==> src/rtl/serial_addsub_pkg.sv <==
// Shared types and constants for the serial add/subtract engine.
// Optional overflow flag is enabled by defining SERIAL_ADDSUB_OVF_EN.
package serial_addsub_pkg;

  typedef enum logic [1:0] {
    IDLE = 2'd0,
    RUN  = 2'd1,
    DONE = 2'd2
  } state_t;

  localparam logic MODE_ADD = 1'b0;
  localparam logic MODE_SUB = 1'b1;

  function automatic int calc_steps(input int width, input int digit);
    return width / digit;
  endfunction

endpackage

==> src/rtl/serial_addsub_if.sv <==
// Request/result bundle for serial_addsub; overflow_o exists only when
// SERIAL_ADDSUB_OVF_EN is defined.
interface serial_addsub_if #(
  parameter int WIDTH = 8
);
  logic             start_top_i;
  logic             mode_top_i;
  logic [WIDTH-1:0] a_top_i;
  logic [WIDTH-1:0] b_top_i;
  logic             ready_o;
  logic             busy_o;
  logic             done_o;
  logic [WIDTH:0]   final_sum_o;

`ifdef SERIAL_ADDSUB_OVF_EN
  logic overflow_o;

  modport slave (
    input  start_top_i, mode_top_i, a_top_i, b_top_i,
    output ready_o, busy_o, done_o, final_sum_o, overflow_o
  );
  modport master (
    output start_top_i, mode_top_i, a_top_i, b_top_i,
    input  ready_o, busy_o, done_o, final_sum_o, overflow_o
  );
`else
  modport slave (
    input  start_top_i, mode_top_i, a_top_i, b_top_i,
    output ready_o, busy_o, done_o, final_sum_o
  );
  modport master (
    output start_top_i, mode_top_i, a_top_i, b_top_i,
    input  ready_o, busy_o, done_o, final_sum_o
  );
`endif

endinterface

==> src/rtl/serial_digit_adder.sv <==
// Combinational DIGIT-bit ripple adder; c_msb is the carry into the top bit
// so the caller can derive signed overflow.
module serial_digit_adder #(
  parameter int DIGIT = 1
) (
  input  logic [DIGIT-1:0] a,
  input  logic [DIGIT-1:0] b,
  input  logic             cin,
  output logic [DIGIT-1:0] sum,
  output logic             cout,
  output logic             c_msb
);

  logic [DIGIT:0] carry;

  assign carry[0] = cin;

  for (genvar gi = 0; gi < DIGIT; gi++) begin : g_bit
    assign sum[gi]     = a[gi] ^ b[gi] ^ carry[gi];
    assign carry[gi+1] = (a[gi] & b[gi]) | (a[gi] & carry[gi]) | (b[gi] & carry[gi]);
  end

  assign cout  = carry[DIGIT];
  assign c_msb = carry[DIGIT-1];

endmodule

==> src/rtl/serial_addsub.sv <==
// Digit-serial adder/subtractor, LSB first, DIGIT bits per clock.
// Define SERIAL_ADDSUB_OVF_EN to add a registered signed-overflow flag.
module serial_addsub
  import serial_addsub_pkg::*;
#(
  parameter int WIDTH = 8,
  parameter int DIGIT = 1
) (
  input  logic          clock_top_i,
  input  logic          reset_top_i,
  serial_addsub_if.slave bus
);

  localparam int STEPS = calc_steps(WIDTH, DIGIT);
  localparam int CNT_W = (STEPS > 1) ? $clog2(STEPS) : 1;

  state_t             state_reg, state_next;
  logic [WIDTH-1:0]   a_reg, b_reg, sum_reg;
  logic               carry_reg;
  logic [CNT_W-1:0]   count_reg;
  logic [WIDTH:0]     final_sum_reg;

  logic [DIGIT-1:0]   digit_sum;
  logic               digit_cout, digit_cmsb;
  logic [WIDTH-1:0]   sum_shifted;
  logic               accept, last_step, ready_c, busy_c, done_c;

  serial_digit_adder #(.DIGIT(DIGIT)) u_digit (
    .a     (a_reg[DIGIT-1:0]),
    .b     (b_reg[DIGIT-1:0]),
    .cin   (carry_reg),
    .sum   (digit_sum),
    .cout  (digit_cout),
    .c_msb (digit_cmsb)
  );

  // New digit enters at the MSB end so the first digit lands at bit 0.
  if (DIGIT == WIDTH) begin : g_whole
    assign sum_shifted = digit_sum;
  end else begin : g_part
    assign sum_shifted = {digit_sum, sum_reg[WIDTH-1:DIGIT]};
  end

  always_ff @(posedge clock_top_i or posedge reset_top_i) begin
    if (reset_top_i) state_reg <= IDLE;
    else             state_reg <= state_next;
  end

  always_comb begin
    state_next = state_reg;
    ready_c    = 1'b0;
    busy_c     = 1'b0;
    done_c     = 1'b0;
    accept     = 1'b0;
    last_step  = 1'b0;
    case (state_reg)
      IDLE: begin
        ready_c = 1'b1;
        if (bus.start_top_i) begin
          accept     = 1'b1;
          state_next = RUN;
        end
      end
      RUN: begin
        busy_c = 1'b1;
        if (count_reg == CNT_W'(STEPS - 1)) begin
          last_step  = 1'b1;
          state_next = DONE;
        end
      end
      DONE: begin
        done_c     = 1'b1;
        state_next = IDLE;
      end
      default: state_next = IDLE;
    endcase
  end

  always_ff @(posedge clock_top_i or posedge reset_top_i) begin
    if (reset_top_i) begin
      a_reg         <= '0;
      b_reg         <= '0;
      sum_reg       <= '0;
      carry_reg     <= 1'b0;
      count_reg     <= '0;
      final_sum_reg <= '0;
    end else if (accept) begin
      a_reg     <= bus.a_top_i;
      // Subtraction is A + ~B + 1: invert B here and seed the carry with 1.
      b_reg     <= (bus.mode_top_i == MODE_SUB) ? ~bus.b_top_i : bus.b_top_i;
      carry_reg <= bus.mode_top_i;
      count_reg <= '0;
      sum_reg   <= '0;
    end else if (state_reg == RUN) begin
      a_reg     <= a_reg >> DIGIT;
      b_reg     <= b_reg >> DIGIT;
      sum_reg   <= sum_shifted;
      carry_reg <= digit_cout;
      count_reg <= count_reg + CNT_W'(1);
      if (last_step) final_sum_reg <= {digit_cout, sum_shifted};
    end
  end

`ifdef SERIAL_ADDSUB_OVF_EN
  logic ovf_reg;

  always_ff @(posedge clock_top_i or posedge reset_top_i) begin
    if (reset_top_i)                        ovf_reg <= 1'b0;
    else if (state_reg == RUN && last_step) ovf_reg <= digit_cmsb ^ digit_cout;
  end

  assign bus.overflow_o = ovf_reg;
`else
  logic ovf_unused;
  assign ovf_unused = digit_cmsb;
`endif

  // ready stays low while reset is held, even though the state is already IDLE.
  assign bus.ready_o     = ready_c & ~reset_top_i;
  assign bus.busy_o      = busy_c;
  assign bus.done_o      = done_c;
  assign bus.final_sum_o = final_sum_reg;

endmodule

==> src/flat_wrapper.sv <==
// flat-port wrapper written by rule: the top's interface ports become plain ports
module serial_addsub_flat import serial_addsub_pkg::*;
#(
  parameter int WIDTH = 8,
  parameter int DIGIT = 1
)
  (clock_top_i, reset_top_i, bus_start_top_i, bus_mode_top_i, bus_a_top_i, bus_b_top_i, bus_ready_o, bus_busy_o, bus_done_o, bus_final_sum_o);
  serial_addsub_if #(.WIDTH(WIDTH)) bus_i ();
  input  logic clock_top_i;
  input  logic reset_top_i;
  input wire logic [$bits(bus_i.start_top_i)-1:0] bus_start_top_i;
  input wire logic [$bits(bus_i.mode_top_i)-1:0] bus_mode_top_i;
  input wire logic [$bits(bus_i.a_top_i)-1:0] bus_a_top_i;
  input wire logic [$bits(bus_i.b_top_i)-1:0] bus_b_top_i;
  output wire logic [$bits(bus_i.ready_o)-1:0] bus_ready_o;
  output wire logic [$bits(bus_i.busy_o)-1:0] bus_busy_o;
  output wire logic [$bits(bus_i.done_o)-1:0] bus_done_o;
  output wire logic [$bits(bus_i.final_sum_o)-1:0] bus_final_sum_o;
  assign bus_i.start_top_i = bus_start_top_i;
  assign bus_i.mode_top_i = bus_mode_top_i;
  assign bus_i.a_top_i = bus_a_top_i;
  assign bus_i.b_top_i = bus_b_top_i;
  assign bus_ready_o = bus_i.ready_o;
  assign bus_busy_o = bus_i.busy_o;
  assign bus_done_o = bus_i.done_o;
  assign bus_final_sum_o = bus_i.final_sum_o;
  serial_addsub #(.WIDTH(WIDTH), .DIGIT(DIGIT)) u_core (.clock_top_i(clock_top_i), .reset_top_i(reset_top_i), .bus(bus_i));
endmodule
==> config.mk <==
export PLATFORM = sky130hd
export DESIGN_NAME = serial_addsub_flat
export DESIGN_NICKNAME = d
export VERILOG_FILES = /design/src/rtl/serial_addsub_pkg.sv /design/src/rtl/serial_addsub_if.sv /design/src/rtl/serial_digit_adder.sv /design/src/rtl/serial_addsub.sv /design/src/flat_wrapper.sv
export SDC_FILE = /design/constraint.sdc
export NUM_CORES = 1
export LEC_CHECK = 0
export CORE_ASPECT_RATIO = 0.75
export CORE_MARGIN = 2
export CORE_UTILIZATION = 30
export CTS_BUF_LIST = sky130_fd_sc_hd__clkbuf_8
export CTS_CLUSTER_DIAMETER = 200
export DETAILED_ROUTE_END_ITERATION = 8
export GPL_TIMING_DRIVEN = 1
export SYNTH_ARGS = -nofsm -noshare
export SYNTH_HDL_FRONTEND = slang
export SYNTH_SLANG_ARGS = --single-unit
export TNS_END_PERCENT = 100
==> constraint.sdc <==
create_clock -name clock_top_i -period 2.1 [get_ports clock_top_i]
set_clock_uncertainty 0.05 [all_clocks]
set_input_delay 0.525 -clock clock_top_i [delete_from_list [all_inputs] [get_ports clock_top_i]]
set_output_delay 0.525 -clock clock_top_i [all_outputs]
set_load 0.1 [all_outputs]
==> metrics.cfg, run 1 <==
[status]
status=complete, no violations

[timing]
tightest_slew_ns=0.493
min_period_over_period_pct=93.8
maxSlewHeadroom_pct=67.0
tns_ns=0
finalSetupViolCount=0
hold_violations=0
maxSlewViolCount=0
fin_hold_ws_ns=0.432
grt_setup_unrepaired=no
clock.fmax_mhz=508
post-route-min-period_ns=1.97
fin_ws_ns=0.131

[clock_tree]
clock_sinks=38
cts_setup_buffers=0
htreeDepth=2
cts_buffers=5
hold_buffers=0
path_clk_slew_ns=0.07
clockBufferDepth=2
cts-root-buf=clkbuf_8
cts_tree=done
cts_resized=0
clk_latency_ns=0.29

[cells_and_area]
fin_cells=266
n_antenna_cell=0
largest_reg_flops=9
area_growth_pct=34.6
final_core_util_pct=42.8
fill_cells=545
final_nets=213
fin_area_mm2=0.00234
drive_gt1_share_pct=19.9

[worst_setup_path]
r2r_cells=4
max_stage_delay_ns=0.46
end_kind=primary output
timing.critical_path.buf_inv=2
crit_chain=nand2b_4 > inv_6 > buf_12
cp_max_fo=26
critical_path_depth=3
critPathKind=register to primary output
crit_path_start_kind=register
required_ns=1.52
cpLargestDelayFamily=flip-flops
crit_slowest_cell=dfrtp_1
arrival_ns=1.39

[power]
power_mw=3.93
peakVddDrop_mv=0.532
pwr_density_cell_mw_per_mm2=1680
p_leak_nw=1.10

[logic_synthesis]
syn-cell-area_mm2=0.00174
yosysWarnings=0
synth-seq-area-share_pct=54.7
ys_seq_elements=38
ys_types=22
syn_area_per_cell_um2=11.2
synth_top_cell_by_area=dfrtp_1
postSynthCellCount=155
synth_area_leaders=dfrtp_1, nand2_1, mux2_4
yosysTopAreaCellShare_pct=54.7
syn-num-nets=178

[grt]
first_global_vias=1041
track_usage_pct=10.5
grt_start_max_net_pins=39
gr-total-overflow=0
antenna_found_initial=0
grt_pass1_wl_um=5240

[placement]
post-place-cells=258
pre_cts_ws_ns=0.165
hpwl_um=2140
placed_area_mm2=0.00225
gp_congestion=0.664
port_buffers=31

[drt]
drt_iter0_markers=60
finalWirelength_um=3210
drt-pass1-iter-count=4
ant_nets=0
dr_total_vias=1166
wl_per_cell_um=12.1
drc_errors=0
avgViaCountPerCell=4.38

[die]
core_mm2=0.00547
core.rowCount=23
initial_core_util_pct=31.8
die_h_um=69.9
dieArea_mm2=0.00642
ioPinCount=32
die_w_um=91.9

[worst_hold_path]
hold_depth=2
hold_path_class=register to register

[job]
cap_violations=0

worst register-to-register path, cell delays in order, from the launching register on:
cell,delay (ns)
dfrtp_1,0.46
nand2b_4,0.19
inv_6,0.24
nand2_8,0.14
mux2_4,0.32
cell usage after synthesis:
master and instances:
a22oi_1 7, buf_1 1, buf_2 4, buf_6 1, clkbuf_2 1, dfrtp_1 38
fa_1 1, ha_1 2, inv_1 2, inv_6 1, mux2_4 9, mux2i_1 8
nand2_1 45, nand2_8 1, nand2b_4 1, nor2b_1 1, nor3_1 1, nor3b_4 1
o21ai_0 15, o21ai_1 5, o21bai_1 2, xor2_1 8
report_power, final:
group	internal, mW	switching (mW)
clock network	0.260	0.240
logic	0.822	1.31
registers	1.05	0.250
cell families (layout without fill, tap and decap cells):
kind of cell / after synthesis / count (layout) / share of synthesized area, %
AOI/OAI and AO/OA: 29 / 29 / 9.65
xor gates and xnor gates: 8 / 8 / 4.03
adders and majority gates: 3 / 3 / 2.59
buffers and inverters: 10 / 46 / 3.24
DFF: 38 / 38 / 54.7
muxes: 17 / 17 / 12.4
and+or+nand+nor: 50 / 50 / 13.4
worst paths after layout:
path | start | to | slack [ns]
max | u_core.state_reg[1] | bus_busy_o | 0.13
min | u_core.a_reg[4] | u_core.a_reg[4] | 0.43
max reg2reg | u_core.state_reg[1] | u_core.bus.final_sum_o[4] | 0.59
min reg2reg | u_core.a_reg[4] | u_core.a_reg[4] | 0.43
max in group asynchronous | reset_top_i | u_core.bus.final_sum_o[3] | 1.01
min in group asynchronous | reset_top_i | u_core.bus.final_sum_o[7] | 0.66
layout by cell type, fill, tap and decap left out:
| master | n |
|---|---|
| o21ai_0 | 15 |
| o21bai_1 | 2 |
| a22oi_1 | 7 |
| xor2_1 | 8 |
| mux2i_1 | 8 |
| clkinv_2 | 1 |
| inv_1 | 3 |
| buf_12 | 11 |
| inv_6 | 1 |
| o21ai_1 | 5 |
| fa_1 | 1 |
| ha_1 | 2 |
| nand2_8 | 1 |
| nor3b_4 | 1 |
| nand2_1 | 45 |
| buf_4 | 5 |
| clkdlybuf4s50_1 | 19 |
| nor2b_2 | 1 |
| nor3_2 | 1 |
| clkbuf_8 | 6 |
| nand2b_4 | 1 |
| dfrtp_1 | 38 |
| mux2_4 | 9 |
final cells by class:
type / count / area (µm²) / share of cell area (%)
Sequential cell: 38 / 951 / 40.7
Multi-Input combinational cell: 107 / 738 / 31.6
Clock inverter: 2 / 8.76 / 0.375
Tap cell: 75 / 93.8 / 4.01
Inverter: 3 / 16.3 / 0.696
Clock buffer: 6 / 82.6 / 3.53
Timing Repair Buffer: 35 / 448 / 19.2
layer usage:
layer	up-vias	global-route usage, %	share of wire (%)
met5	-	0	0
met4	0	5.97	1.3
met3	2	2.70	4.6
met2	29	14.0	43
met1	546	15.4	51
li1	589	-	-
No activity file was read; power rests on OpenSTA's default activity.
==> run 2: changes to the inputs <==
Settings changed: CORE_UTILIZATION 30 to 40.
==> run 2 against run 1 <==
Compared with the run above: sequential power about the same; register-to-register slack about the same; largest power group unchanged; worst setup slack better by 0.015 ns; largest cell class unchanged; non-clock buffer count unchanged; combinational power down 5%.
==> metrics.cfg, run 2 (synthesis gave the netlist of run 1 again) <==
[timing]
hold_violations=0
tightest_slew_ns=0.506
maxSlewViolCount=0
min_period_over_period_pct=93.1
fin_ws_ns=0.146
finalSetupViolCount=0
tns_ns=0
clock.fmax_mhz=512
grt_setup_unrepaired=no
maxSlewHeadroom_pct=66.2
post-route-min-period_ns=1.95

[drt]
ant_nets=0
wl_per_cell_um=13.3
drc_errors=0
drt-pass1-iter-count=4
avgViaCountPerCell=4.81
dr_total_vias=1183
drt_iter0_markers=116
finalWirelength_um=3270

[worst_setup_path]
arrival_ns=1.38
cp_max_fo=26
crit_path_start_kind=register
end_kind=primary output
critPathKind=register to primary output
required_ns=1.52

[grt]
grt_start_max_net_pins=39
track_usage_pct=15.4
first_global_vias=1179
gr-total-overflow=0
grt_pass1_wl_um=5550
antenna_found_initial=0

[die]
dieArea_mm2=0.00489
die_w_um=80.1
die_h_um=61.1
ioPinCount=32
core_mm2=0.00410
initial_core_util_pct=42.3
core.rowCount=20

[cells_and_area]
largest_reg_flops=9
drive_gt1_share_pct=20.4
final_cell_mix=nand2_1, dfrtp_1, clkdlybuf4s50_1
final_nets=213
fin_cells=246
n_antenna_cell=0
fin_area_mm2=0.00227
final_common_cell=nand2_1
area_growth_pct=30.6
fill_cells=378

[clock_tree]
clk_latency_ns=0.29
clockBufferDepth=2
cts-root-buf=clkbuf_8
cts_buffers=5
clock_sinks=38
cts_resized=0
hold_buffers=0
htreeDepth=2
path_clk_slew_ns=0.07
cts_tree=done
cts_setup_buffers=0

[power]
clkPwrFrac_pct=15.0
peakVddDrop_mv=0.759
power_mw=3.88
p_leak_nw=1.09
pwr_density_cell_mw_per_mm2=1710
switching_share_pct=46.2
seq_power_share_pct=33.0
p_sw_mw=1.79
pwr-share-comb_pct=52.0
p_int_mw=2.09

[job]
cap_violations=0

[placement]
gp_congestion=0.705
hpwl_um=2130
post-place-cells=238
placed_area_mm2=0.00216
pre_cts_ws_ns=0.166
port_buffers=31

[status]
status=complete, no violations

[worst_hold_path]
hold_path_class=register to register

==> run 2: changes by cell type in the layout (fill, tap and decap cells not counted), sizes merged <==
cell | before | now
clkinv | 1 | 0
inv | 4 | 3
clkbuf | 6 | 8
==> run 2: final timing paths <==
path                                startpoint                        end  slack, ns  cells past startpoint
setup / recovery           u_core.state_reg[1]                 bus_busy_o       0.15                      3
max in group asynchronous          reset_top_i  u_core.bus.final_sum_o[2]       1.01                      3
setup reg to reg           u_core.count_reg[0]  u_core.bus.final_sum_o[6]       0.60                      4
min in group asynchronous          reset_top_i            u_core.a_reg[1]       0.65                      3
hold reg to reg                u_core.a_reg[2]            u_core.a_reg[2]       0.43                      2
hold / removal                 u_core.a_reg[2]            u_core.a_reg[2]       0.43                      2
==> run 2: power by group through the flow <==
stage          Clock [mW]  Sequential [mW]  Combinational, mW
6_report            0.580             1.28               2.02
5_1_grt             0.631             1.33               2.16
4_1_cts             0.596             1.28               2.03
3_5_place_dp            0             1.30               2.03
3_3_place_gp            0             1.27               2.00
2_1_floorplan           0             1.85              0.936
==> run 2: layer usage <==
layer | wire length [µm] | track usage [%]
met5 | 0 | 0
met4 | 53 | 8.23
met3 | 174 | 4.25
met2 | 1500 | 23.0
met1 | 1540 | 20.8
==> run 2: stage by stage <==
step | util (%) | hold slack (ns)
global route | 55.3 | 0.459
global placement | 52.6 | 0.407
finish | 55.3 | 0.431
CTS | 55.3 | 0.437
detailed placement | 52.6 | 0.419
floorplan | - | 0.396
==> run 2: layout make-up <==
| class | instances | area [µm²] | area share [%] |
|---|---|---|---|
| multi-input combinational | 107 | 738 | 32.5 |
| tap | 55 | 68.8 | 3.03 |
| inverter | 3 | 16.3 | 0.717 |
| timing repair buffer | 35 | 385 | 17.0 |
| clock buffer | 8 | 110 | 4.85 |
| sequential | 38 | 951 | 41.9 |
==> run 2: worst max-delay path: stages (launching register included) <==
cell      delay [ns]
dfrtp_1         0.45
nand2b_4        0.19
inv_6           0.23
buf_12          0.22
==> variant (flow settings as in run 2) <==
The 3 states of `state_t` get a one-hot encoding in 3 bits.
--- a/src/rtl/serial_addsub_pkg.sv
+++ b/src/rtl/serial_addsub_pkg.sv
@@ -3,8 +3,8 @@
 package serial_addsub_pkg;
 
-  typedef enum logic [1:0] {
-    IDLE = 2'd0,
-    RUN  = 2'd1,
-    DONE = 2'd2
+  typedef enum logic [2:0] {
+    IDLE = 3'b001,
+    RUN  = 3'b010,
+    DONE = 3'b100
   } state_t;
 
Function: same outputs for any inputs over 10 cycles, from zero or initial values and one cycle with reset_top_i high; not proved beyond that.
==> variant against run 2 <==
Sequential cell count increased by 1. Sequential share of layout area decreased by 0.96 points. Global-route usage is 0.61 points higher. Utilization up 2.5 points. Worst setup slack got worse by 75 ps. Count of clock-buffer cells in the layout shrank 2. Wire length is 3.6% higher. Area after synthesis is 1.4% higher. Design area up 5.2%. Largest cell class unchanged.
Power is not compared: it rests on default switching activity, and its combinational part moved more than twofold at a synthesized area within 25%.
==> variant: results (changes against run 2) <==
Final GP Congestion=0.7377 (was 0.7052); critical path's slowest cell=or3b_4 (was dfrtp_1); share of layout cells above drive strength 1=0.2408 (was 0.2042); GRT Overall Usage=0.1599 (was 0.1538); drt wl/cell=13.78 microns (was 13.30 microns); Via density=4.976 (was 4.809); Place WS=14.34 ps (was 165.9 ps); Worst path top cell family by delay=simple AND/OR/NAND/NOR gates (was flip-flops); met1 Use GR=0.2139 (was 0.2078); Hold WC Path Type=primary input to asynchronous set/reset pin (was flop to flop); post-synthesis sequential area ratio=0.5547 (was 0.5472); asr flop ratio synth=1.000 (unchanged); Critical Path AT=1450 ps (was 1380 ps); vias in the first global route=1205 (was 1179); number of fill cells=362 (was 378); GR Layer Usage met3=0.06452 (was 0.04252); Slew @ Worst Pin=428.0 ps (was 505.5 ps); syn nets=176 (was 178); CP max FO=28 (was 26); Post-Syn Area per Cell=11.51 sq um (was 11.21 sq um); Synth top cells by count=dfrtp_1 (38), nand2_1 (26), a21oi_1 (21), nor2_1 (11), mux2_4 (9) (was nand2_1 (45), dfrtp_1 (38), o21ai_0 (15), mux2_4 (9)); Leak=about 0.0011 uW; distinct cell type count after synthesis=30 (was 22); placed cell count=238 (unchanged); Worst-Skew Late Latency=290 ps (about the same); critical path's largest stage delay=420 ps (was 450 ps); initial drt markers=67 (was 116); first-pass GRT wire length=5.706 mm (was 5.554 mm); top post-synthesis cells by area=dfrtp_1 (54%), mux2_4 (7.7%), a21oi_1 (6.0%), nand2_1 (5.5%), xnor2_1 (4.0%) (was dfrtp_1 (55%), nand2_1 (9.7%), mux2_4 (7.8%), mux2i_1 (4.6%), o21ai_0 (4.3%)); outcome=finished, final reports clean (unchanged); Final HPWL DP=2.251 mm (was 2.128 mm); met2 GRT Util=0.2310 (was 0.2298); pin count of the biggest net entering global routing=29 (was 39); Routed WL=3.391 mm (was 3.272 mm)
==> variant: cell types whose count changed after synthesis, moves of 4 or more <==
cell | run 2 | this run
clkbuf_1 | 0 | 5
a22oi_1 | 7 | 3
o21ai_1 | 5 | 0
nor2_1 | 0 | 11
o21ai_0 | 15 | 1
mux2i_1 | 8 | 0
xor2_1 | 8 | 1
a22o_1 | 0 | 4
a221o_1 | 0 | 5
a21oi_1 | 0 | 21
xnor2_1 | 0 | 8
nand2_1 | 45 | 26
==> variant: path summary, 6_finish.rpt <==
kind / startpoint / end / slack [ps] / cells after the start
hold reg to reg: u_core.a_reg[6] / u_core.a_reg[6] / 430 / 1
min in group clock_top_i: u_core.a_reg[6] / u_core.a_reg[6] / 430 / 1
hold / removal: reset_top_i / u_core.bus.final_sum_o[7] / 310 / 3
setup reg to reg: u_core.state_reg[0] / u_core.bus.final_sum_o[8] / 370 / 4
max in group asynchronous: reset_top_i / u_core.state_reg[0] / 1390 / 3
setup / recovery: u_core.state_reg[0] / bus_busy_o / 70 / 3
==> variant: metal layers <==
layer,vias up,wire length [microns]
met5,-,0
met4,0,66
met3,5,230
met2,32,1475
met1,590,1619
li1,597,-
==> variant: cell type report <==
class / instances / share of cell area
Timing Repair Buffer: 40 / 0.1939
Clock buffer: 6 / 0.03459
Multi-Input combinational cell: 102 / 0.3103
Tap cell: 55 / 0.02883
Inverter: 2 / 0.008386
Sequential cell: 39 / 0.4093
Clock inverter: 2 / 0.01468
==> variant: logic make-up after synthesis <==
group / after synthesis / synth area share
xor gates and xnor gates: 9 / 0.04475
AOI/OAI and AO/OA: 36 / 0.1321
muxes: 9 / 0.07670
DFF: 39 / 0.5547
and+or+nand+nor: 45 / 0.1165
buffers and inverters: 12 / 0.04972
adders and majority gates: 3 / 0.02557
==> variant: stage by stage <==
stage	instance area [sq um]	utilization
after floorplan	1788	-
after global placement	2265	0.5485
after detailed placement	2265	0.5485
after CTS	2385	0.5776
after global routing	2387	0.5782
final	2387	0.5782
==> variant: worst register-to-register path, stage by stage, from the launching register on <==
cell	delay, ps
dfstp_2	410
or3b_4	420
clkinv_8	140
and2_4	280
mux2_4	320
==> variant: timing repair <==
action,CTS,global route
hold endpoints to repair,0,0
setup endpoints to repair,1,1
pin swaps,0,1
gates resized for setup,1,1
==> variant: report_power, final <==
| group | leakage (uW) | total [uW] | internal (uW) | switching (uW) |
|---|---|---|---|---|
| logic | 0.000526 | 945 | 419 | 527 |
| clock network | 0.0000612 | 642 | 384 | 257 |
| registers | 0.000503 | 1100 | 969 | 135 |
